## src/rtl/pdm_cic_rx.sv

```systemverilog
// PDM microphone receiver: mic_clk divider, 1-2 channel capture, 4th-order CIC decimator.
// Define MIC_TEST_PAT_EN to replace the CIC output with a ramp test pattern.
module pdm_cic_rx #(
    parameter int NUM_CH     = 2,
    parameter int CLK_DIV    = 20,
    parameter int LOG2_DECIM = 6,
    parameter int PCM_DSIZE  = 16
) (
    input  logic                          clk_board,
    input  logic                          rst,
    input  logic                          en_mic,
    output logic                          mic_clk,
    input  logic                          mic_data,
    output logic                          pcm_valid,
    input  logic                          pcm_ready,
    output logic [NUM_CH*PCM_DSIZE-1:0]   pcm_data,
    output logic                          overrun,
    input  logic                          overrun_clr
);

    localparam int HALF = CLK_DIV / 2;
    localparam int CW   = $clog2(CLK_DIV);
    localparam int W    = 4 * LOG2_DECIM + 2;
    localparam int SH   = 4 * LOG2_DECIM - (PCM_DSIZE - 1);
    localparam int P    = PCM_DSIZE;

    logic [CW-1:0]           cnt;
    logic [CW-1:0]           cnt_nxt;
    logic                    act;
    logic [LOG2_DECIM-1:0]   fcnt;
    logic [2:0]              warm;
    logic                    frm_done;
    logic [NUM_CH-1:0]       stb;
    logic                    stb_last;
    logic                    new_frame;
    logic                    blocked;
    logic [NUM_CH*P-1:0]     frame;

    always_comb begin
        cnt_nxt = '0;
        if (act) begin
            cnt_nxt = (cnt == CW'(CLK_DIV - 1)) ? '0 : cnt + 1'b1;
        end
    end

    assign stb[0] = act && (cnt == CW'(HALF - 1));

    if (NUM_CH == 2) begin : g_stb1
        assign stb[1] = act && (cnt == CW'(CLK_DIV - 1));
    end

    assign stb_last  = stb[NUM_CH-1];
    assign new_frame = frm_done && en_mic && (warm == 3'd4);
    assign blocked   = pcm_valid && !pcm_ready;

    // Divider, frame counter and warm-up all restart whenever the block is disabled.
    always_ff @(posedge clk_board) begin
        if (rst || !en_mic) begin
            cnt      <= '0;
            act      <= 1'b0;
            mic_clk  <= 1'b0;
            fcnt     <= '0;
            warm     <= '0;
            frm_done <= 1'b0;
        end else begin
            act      <= 1'b1;
            cnt      <= cnt_nxt;
            mic_clk  <= (cnt_nxt < CW'(HALF));
            frm_done <= stb_last && (fcnt == '1);
            if (stb_last) begin
                fcnt <= fcnt + 1'b1;
            end
            if (frm_done && (warm != 3'd4)) begin
                warm <= warm + 1'b1;
            end
        end
    end

    always_ff @(posedge clk_board) begin
        if (rst) begin
            pcm_valid <= 1'b0;
            pcm_data  <= '0;
            overrun   <= 1'b0;
        end else begin
            if (new_frame && blocked) begin
                overrun <= 1'b1;
            end else if (overrun_clr) begin
                overrun <= 1'b0;
            end
            if (new_frame && !blocked) begin
                pcm_valid <= 1'b1;
                pcm_data  <= frame;
            end else if (pcm_valid && pcm_ready) begin
                pcm_valid <= 1'b0;
            end
        end
    end

`ifdef MIC_TEST_PAT_EN
    logic [P-1:0] ramp;

    always_ff @(posedge clk_board) begin
        if (rst) begin
            ramp <= '0;
        end else if (new_frame) begin
            ramp <= ramp + 1'b1;
        end
    end

    for (genvar ch = 0; ch < NUM_CH; ch++) begin : g_pat
        assign frame[ch*P +: P] = (ch == 0) ? ramp : ~ramp;
    end
`else
    localparam logic signed [W-1:0] SMAX = W'((1 << (P - 1)) - 1);
    localparam logic signed [W-1:0] SMIN = ~SMAX;

    logic [W-1:0] xw;

    assign xw = mic_data ? W'(1) : {W{1'b1}};

    for (genvar ch = 0; ch < NUM_CH; ch++) begin : g_cic
        logic [W-1:0]        i0, i1, i2, i3;
        logic [W-1:0]        i0n, i1n, i2n, i3n;
        logic [W-1:0]        d0, d1, d2, d3;
        logic [W-1:0]        c0, c1, c2, c3;
        logic signed [W-1:0] sh;
        logic [P-1:0]        samp;

        assign i0n = i0 + xw;
        assign i1n = i1 + i0n;
        assign i2n = i2 + i1n;
        assign i3n = i3 + i2n;

        assign c0 = i3 - d0;
        assign c1 = c0 - d1;
        assign c2 = c1 - d2;
        assign c3 = c2 - d3;

        assign sh = $signed(c3) >>> SH;

        always_comb begin
            if (sh > SMAX) begin
                samp = {1'b0, {(P-1){1'b1}}};
            end else if (sh < SMIN) begin
                samp = {1'b1, {(P-1){1'b0}}};
            end else begin
                samp = sh[P-1:0];
            end
        end

        assign frame[ch*P +: P] = samp;

        always_ff @(posedge clk_board) begin
            if (rst || !en_mic) begin
                i0 <= '0;
                i1 <= '0;
                i2 <= '0;
                i3 <= '0;
                d0 <= '0;
                d1 <= '0;
                d2 <= '0;
                d3 <= '0;
            end else begin
                if (stb[ch]) begin
                    i0 <= i0n;
                    i1 <= i1n;
                    i2 <= i2n;
                    i3 <= i3n;
                end
                if (frm_done) begin
                    d0 <= i3;
                    d1 <= c0;
                    d2 <= c1;
                    d3 <= c2;
                end
            end
        end
    end
`endif

endmodule
```

## config.mk

```make
export PLATFORM = sky130hd
export DESIGN_NAME = pdm_cic_rx
export DESIGN_NICKNAME = d
export VERILOG_FILES = /design/src/rtl/pdm_cic_rx.sv
export SDC_FILE = /design/constraint.sdc
export NUM_CORES = 1
export LEC_CHECK = 0
export BUFFER_PORTS_ARGS = -buffer_cell sky130_fd_sc_hd__buf_2
export CAP_MARGIN = 20
export CORE_MARGIN = 8
export CORE_UTILIZATION = 50
export DETAILED_ROUTE_END_ITERATION = 12
export GPL_ROUTABILITY_DRIVEN = 0
export PLACE_DENSITY_LB_ADDON = 0.3
export SLEW_MARGIN = 10
export SYNTH_ARGS = -nofsm -noshare
export SYNTH_HDL_FRONTEND = slang
export SYNTH_SLANG_ARGS = --single-unit
```

## constraint.sdc

```tcl
create_clock -name clk_board -period 11.8 [get_ports clk_board]
set_clock_uncertainty 0.1 [all_clocks]
set_input_delay 1.77 -clock clk_board [delete_from_list [all_inputs] [get_ports clk_board]]
set_output_delay 1.77 -clock clk_board [all_outputs]
set_load 0.05 [all_outputs]
```

# Word-level counts from Yosys, hierarchy flattened
# Cells that the tools add are included.
[totals]
reg_bits = 467
[op_classes]
mux = 12
addsub = 19
n_reduce_logical = 16
order_cmp = 5
eq_ne = 5
[op_table]
columns = ["op", "n"]
rows = [
  ["$add 26x26->26", 8],
  ["$sub 26x26->26", 8],
  ["$mux 16", 4],
  ["$gt 17x16->1 const B", 2],
  ["$lt 17x16->1 const B", 2],
  ["$mux 26", 1],
  ["$logic_and 1x1->1", 10],
  ["$mux 5", 2],
  ["$add 6x1->6 const B", 1],
  ["$eq 6x6->1 const B", 1],
  ["$add 5x1->5 const B", 1],
  ["$eq 5x4->1 const B", 1],
  ["$eq 5x5->1 const B", 1],
  ["$lt 5x4->1 const B", 1],
  ["$mux 1", 5],
  ["$reduce_bool 2->1", 2],
  ["$add 3x1->3 const B", 1],
  ["$eq 3x3->1 const B", 1],
  ["$logic_not 1->1", 3],
  ["$ne 3x3->1 const B", 1],
  ["$logic_or 1x1->1", 1],
]

# Longest topological paths before layout
[depth]
word_depth = 7
ltp_mapped = 43
mapped_depth_nobuf = 41

# Least setup slack after synthesis
# OpenSTA, ideal clock, no wires.
[synth_path]
path_type = "input -> register"
start = "input port mic_data"
end = "register g_cic[1].i3[25]"
required_time_ps = 11630
cell_stages = 39
setup_slack_ps = 2227
arrival_time_ps = 9402
n_path_buf = 0
cell_sequence = "inv_1 > ha_1 > nor2b_1 > o21ai_0 > a21boi_0 > o21ai_0 > a21boi_0 > o21ai_0 > nand2_1 > a21o_1 > a211oi_1 > nor3_1 > ha_1 > nand3_1 > a211o_1 > nand2_1 > o21ai_0 > a21boi_0 > [3 not listed] > ha_1 > nand2_1 > nor2_1 > a21oi_1 > nand2_1 > or3_1 > o211a_1 > nor2_1 > xnor2_1 > ha_1 > o21a_1 > o211a_1 > or4_1 > a31o_2 > a21oi_1 > xnor3_1 > or3_1 > a21oi_1"
[synth_between]
elab_chain_cells = 5
[synth_lines]
columns = ["element", "line_no", "text"]
rows = [
  ["start: declaration", "13", "input logic mic_data,"],
  ["$mux 26", "119", "assign xw = mic_data ? W'(1) : {W{1'b1}};"],
  ["$add 26x26->26", "129", "assign i0n = i0 + xw;"],
  ["net g_cic[1].i0n[10]", "123", "logic [W-1:0] i0n, i1n, i2n, i3n;"],
  ["$add 26x26->26", "130", "assign i1n = i1 + i0n;"],
  ["net g_cic[1].i1n[14]", "123", ""],
  ["$add 26x26->26", "131", "assign i2n = i2 + i1n;"],
  ["net g_cic[1].i2n[18]", "123", ""],
  ["$add 26x26->26", "132", "assign i3n = i3 + i2n;"],
  ["end signal: assignment", "168", "i3 <= i3n;"],
  ["end: declaration", "122", "logic [W-1:0] i0, i1, i2, i3;"],
]
# The timed path passes the listed nets, and every way through them passes these cells.
# A chain may end at the register's enable or synchronous reset.

# Worst setup path after layout
[layout_path]
start = "input port mic_data"
end = "register g_cic[0].i3[25]"
[layout_between]
elab_chain_cells = 5
[layout_lines]
columns = ["element", "line_no"]
rows = [
  ["$mux 26", "119"],
  ["$add 26x26->26", "129"],
  ["net g_cic[0].i0n[8]", "123"],
  ["$add 26x26->26", "130"],
  ["net g_cic[0].i1n[11]", "123"],
  ["$add 26x26->26", "131"],
  ["net g_cic[0].i2n[16]", "123"],
  ["$add 26x26->26", "132"],
  ["end signal: assignment", "168"],
  ["end: declaration", "122"],
]
# The timed path passes the listed nets, and every way through them passes these cells.

==> summary.md <==
| Metric | Value |
|---|---|
| Status | `completed` |
| Ratio of cells with drive above 1 in the final layout | `0.04527` |
| Post-synthesis async set-or-reset flop share | `0` |
| Main combinational cell family by area after synthesis | `compound AO/OA/AOI/OAI gates` |
| Worst slew pin tran | `1069 ps` |
| Final slew viol count | `0` |
| Fin crit share | `0.7708` |
| Post-CTS Setup Inserts | `0` |
| Grt met2 use | `0.2912` |
| CORE AREA | `68110 sq um` |
| Row Count | `96` |
| DP HPWL | `47760 microns` |
| Power density cells | `91.69 nW/um^2` |
| Post-synthesis adder-cell area fraction | `0.1597` |
| GRT met1 Usage | `0.2200` |
| DRC viols | `0` |
| Initial antenna violation count | `1` |
| Total track usage | `0.1695` |
| Yosys top cell by area | `dfxtp_1` |
| Hold Crit Class | `reg2reg` |
| Hold-fix buffers, CTS | `0` |
| Max VDD drop | `0.09669 mV` |
| Most used routing layer | `met2` |
| Critical path type | `in2reg` |
| Count of different cell masters after synthesis | `86` |
| Vias in the first global route | `25990` |
| DR WL/cell | `12.71 microns` |
| Largest net degree at the start of global routing | `213` |
| Gr ovfl total | `0` |
| Buf/Inv on CP | `5` |
| IO Count | `41` |
| Final Hold Viols | `0` |
| Post-synthesis compound-gate area fraction | `0.1984` |
| Data arrival time of the worst path | `9530 ps` |
| Top post-synthesis cells by area | `dfxtp_1, ha_1, a21oi_1` |
| Cell family with most CP delay | `compound AO/OA/AOI/OAI gates` |
| Initial Util | `0.5018` |
| Max FO, Critical Path | `24` |
| Placed cells | `5116` |
| # resized after CTS | `0` |
| Max_cap viols | `0` |
| Clk Tree Root Cell | `clkbuf_16` |
| Die area | `76970 sq um` |
| Crit start category | `input port` |
| Seq/Total Area, Yosys | `0.2736` |
| Register bit count reported by yosys | `467` |
| Critical Path RT | `12230 ps` |
| DRT iter0 DRCs | `1177` |
| Crit. End Element | `flip-flop` |
| Slew headroom | `0.2871` |
| CTS Buffer Depth | `3` |
| Setup TNS | `0 ps` |
| Final cell count without fillers | `5213` |
| Post-synth EDFFs | `0` |
| Leak | `14.60 nW` |
| Via count | `27540` |
| Post-Synth XOR/XNOR Area | `0.09113` |
| Drt via density | `5.282` |
| DRT Pass-1 Iters | `7` |
| Die Ht | `277.4 microns` |
| Max Freq | `0.1099 GHz` |
| TritonCTS clock tree | `built` |
| Setup-failing EPs final | `0` |
| Max incr delay on CP | `480 ps` |
| Max stage delay cell, worst path | `o41a_1` |
| Final min period | `9096 ps` |
| Post-synthesis cell count | `4321` |
| Synth Warn # | `0` |
| First-pass GRT wire length | `117200 microns` |
| Mapped cell area | `34170 sq um` |
| PortBufs | `40` |
| FF-to-FF setup slack | `3030 ps` |
| Num CTS Buffers | `53` |
| Die X | `277.4 microns` |
| Post-synthesis mux area share | `0.05628` |
| Clk sinks | `467` |
| Synth top area share | `0.2736` |
| Final antenna-violating net count | `0` |
| Post-synth top flop | `dfxtp_1` |
| Mapped Nets | `4742` |
| Grt met3 use | `0.02672` |
| Worst-path clk slew | `60 ps` |
| Layout net count | `4710` |
| H-tree Lvls | `2` |
| Syn avg cell area | `7.909 sq um` |
| Drt total wl | `66280 microns` |
| RSZ-0062 raised after global routing | `false` |
| Layout area overhead | `7.766%` |
| Skew-Pair Late Insertion Delay | `610 ps` |
| Simple-gate share of the synthesized area | `0.1710` |
## worst min-delay path: stages, from the launching register on
cell,delay (ps)
dfxtp_1,300
nand2_1,50
a21oi_1,50
## cell usage after synthesis (6+ instances only)
cell	instances
o2111ai_1	7
o22ai_1	7
nand2_1	507
and3_1	25
a31o_2	7
and2_1	18
a211o_1	7
o41ai_1	7
o21a_1	37
nor2_1	454
o21ai_0	175
xor2_1	81
a211oi_2	9
maj3_2	9
inv_1	308
dfxtp_1	467
nand2b_1	52
or4_1	7
o31a_1	9
xnor2_1	257
a21boi_0	19
buf_1	7
o211ai_1	23
nor3_1	75
a21o_1	107
o31ai_1	12
mux2i_1	191
maj3_1	6
ha_1	401
nor2b_1	60
or3_1	25
fa_1	14
a31oi_1	24
a211oi_1	52
a21oi_1	481
nand3_1	67
o21bai_1	40
clkbuf_1	131
a41oi_1	17
or2_2	8
nand4_1	19
## through the flow
stage | util | hold WS, ps | total power, mW | area [sq um] | setup slack, ps
global route | 0.5407 | 362.7 | 3.515 | 36820 | 1588
detailed placement | 0.5152 | 345.3 | 1.771 | 35090 | 2143
finish | 0.5407 | 349.5 | 3.377 | 36830 | 2704
floorplan | - | 327.1 | 1.739 | 34170 | 2227
CTS | 0.5407 | 353.6 | 3.440 | 36820 | 2712
global placement | 0.5151 | 337.9 | 1.770 | 35080 | 2285
## report_power, final
part	internal, mW	switching, mW
logic	0.0560	0.104
clock network	0.958	0.682
registers	1.58	0.000503
## cell type report
type,count,area [sq um]
fillers,6425,31280
inverters,308,1156
clock inverters,23,193.9
flip-flops and latches,467,9353
diodes,1,2.502
clock buffers,73,1544
multi-input cells,3404,23150
well taps,882,1104
repair buffers,55,325.3
## path summary, 6_finish.rpt
| path | from | to | cells past startpoint |
|---|---|---|---|
| hold reg to reg | pcm_data[25]$_SDFFE_PP0P_ | pcm_data[25]$_SDFFE_PP0P_ | 2 |
| setup / recovery | mic_data | g_cic[0].i3[25]$_SDFFE_PN0P_ | 36 |
| hold / removal | pcm_data[25]$_SDFFE_PP0P_ | pcm_data[25]$_SDFFE_PP0P_ | 2 |
| setup reg to reg | g_cic[1].i3[0]$_SDFFE_PN0P_ | pcm_data[29]$_SDFFE_PP0P_ | 37 |
## sequential cells by signal (all words and copies together) (netlist names), 3 cells and up
register,count
cnt,5
g_cic.i3,52
g_cic.d0,52
g_cic.d3,52
pcm_data,32
g_cic.i0,52
g_cic.d2,52
g_cic.d1,52
g_cic.i2,52
fcnt,6
g_cic.i1,52
warm,3
## cells in the final DEF (no fill, tap or decap), types with 37 or more instances in the layout
cell type	count
inv_1	308
nand3_1	67
buf_2	40
nand2b_1	51
nand2_1	506
nor2_1	452
a211oi_1	52
o21a_1	37
o21bai_1	40
ha_1	401
dfxtp_1	466
xnor2_1	257
o21ai_0	175
clkbuf_16	55
xor2_1	81
a21oi_1	481
a21o_1	107
nor3_1	75
nor2b_1	60
mux2i_1	191
## logic make-up (layout without fill, tap and decap cells)
group	count (synthesis)	count (layout)
AO/OA/AOI/OAI	1099	1099
XOR/XNOR	345	345
adder cells (fa/ha/maj)	430	430
buffers and inverters	450	459
flip-flops	467	467
multiplexers	192	192
other	0	1
AND/OR/NAND/NOR	1338	1338
## routing by layer
metal,vias to the layer above,part of all wire
met5,-,0
met4,0,0.022
met3,98,0.034
met2,280,0.45
met1,12210,0.50
li1,14950,-
Note: power is estimated with default switching activity, not from simulation.
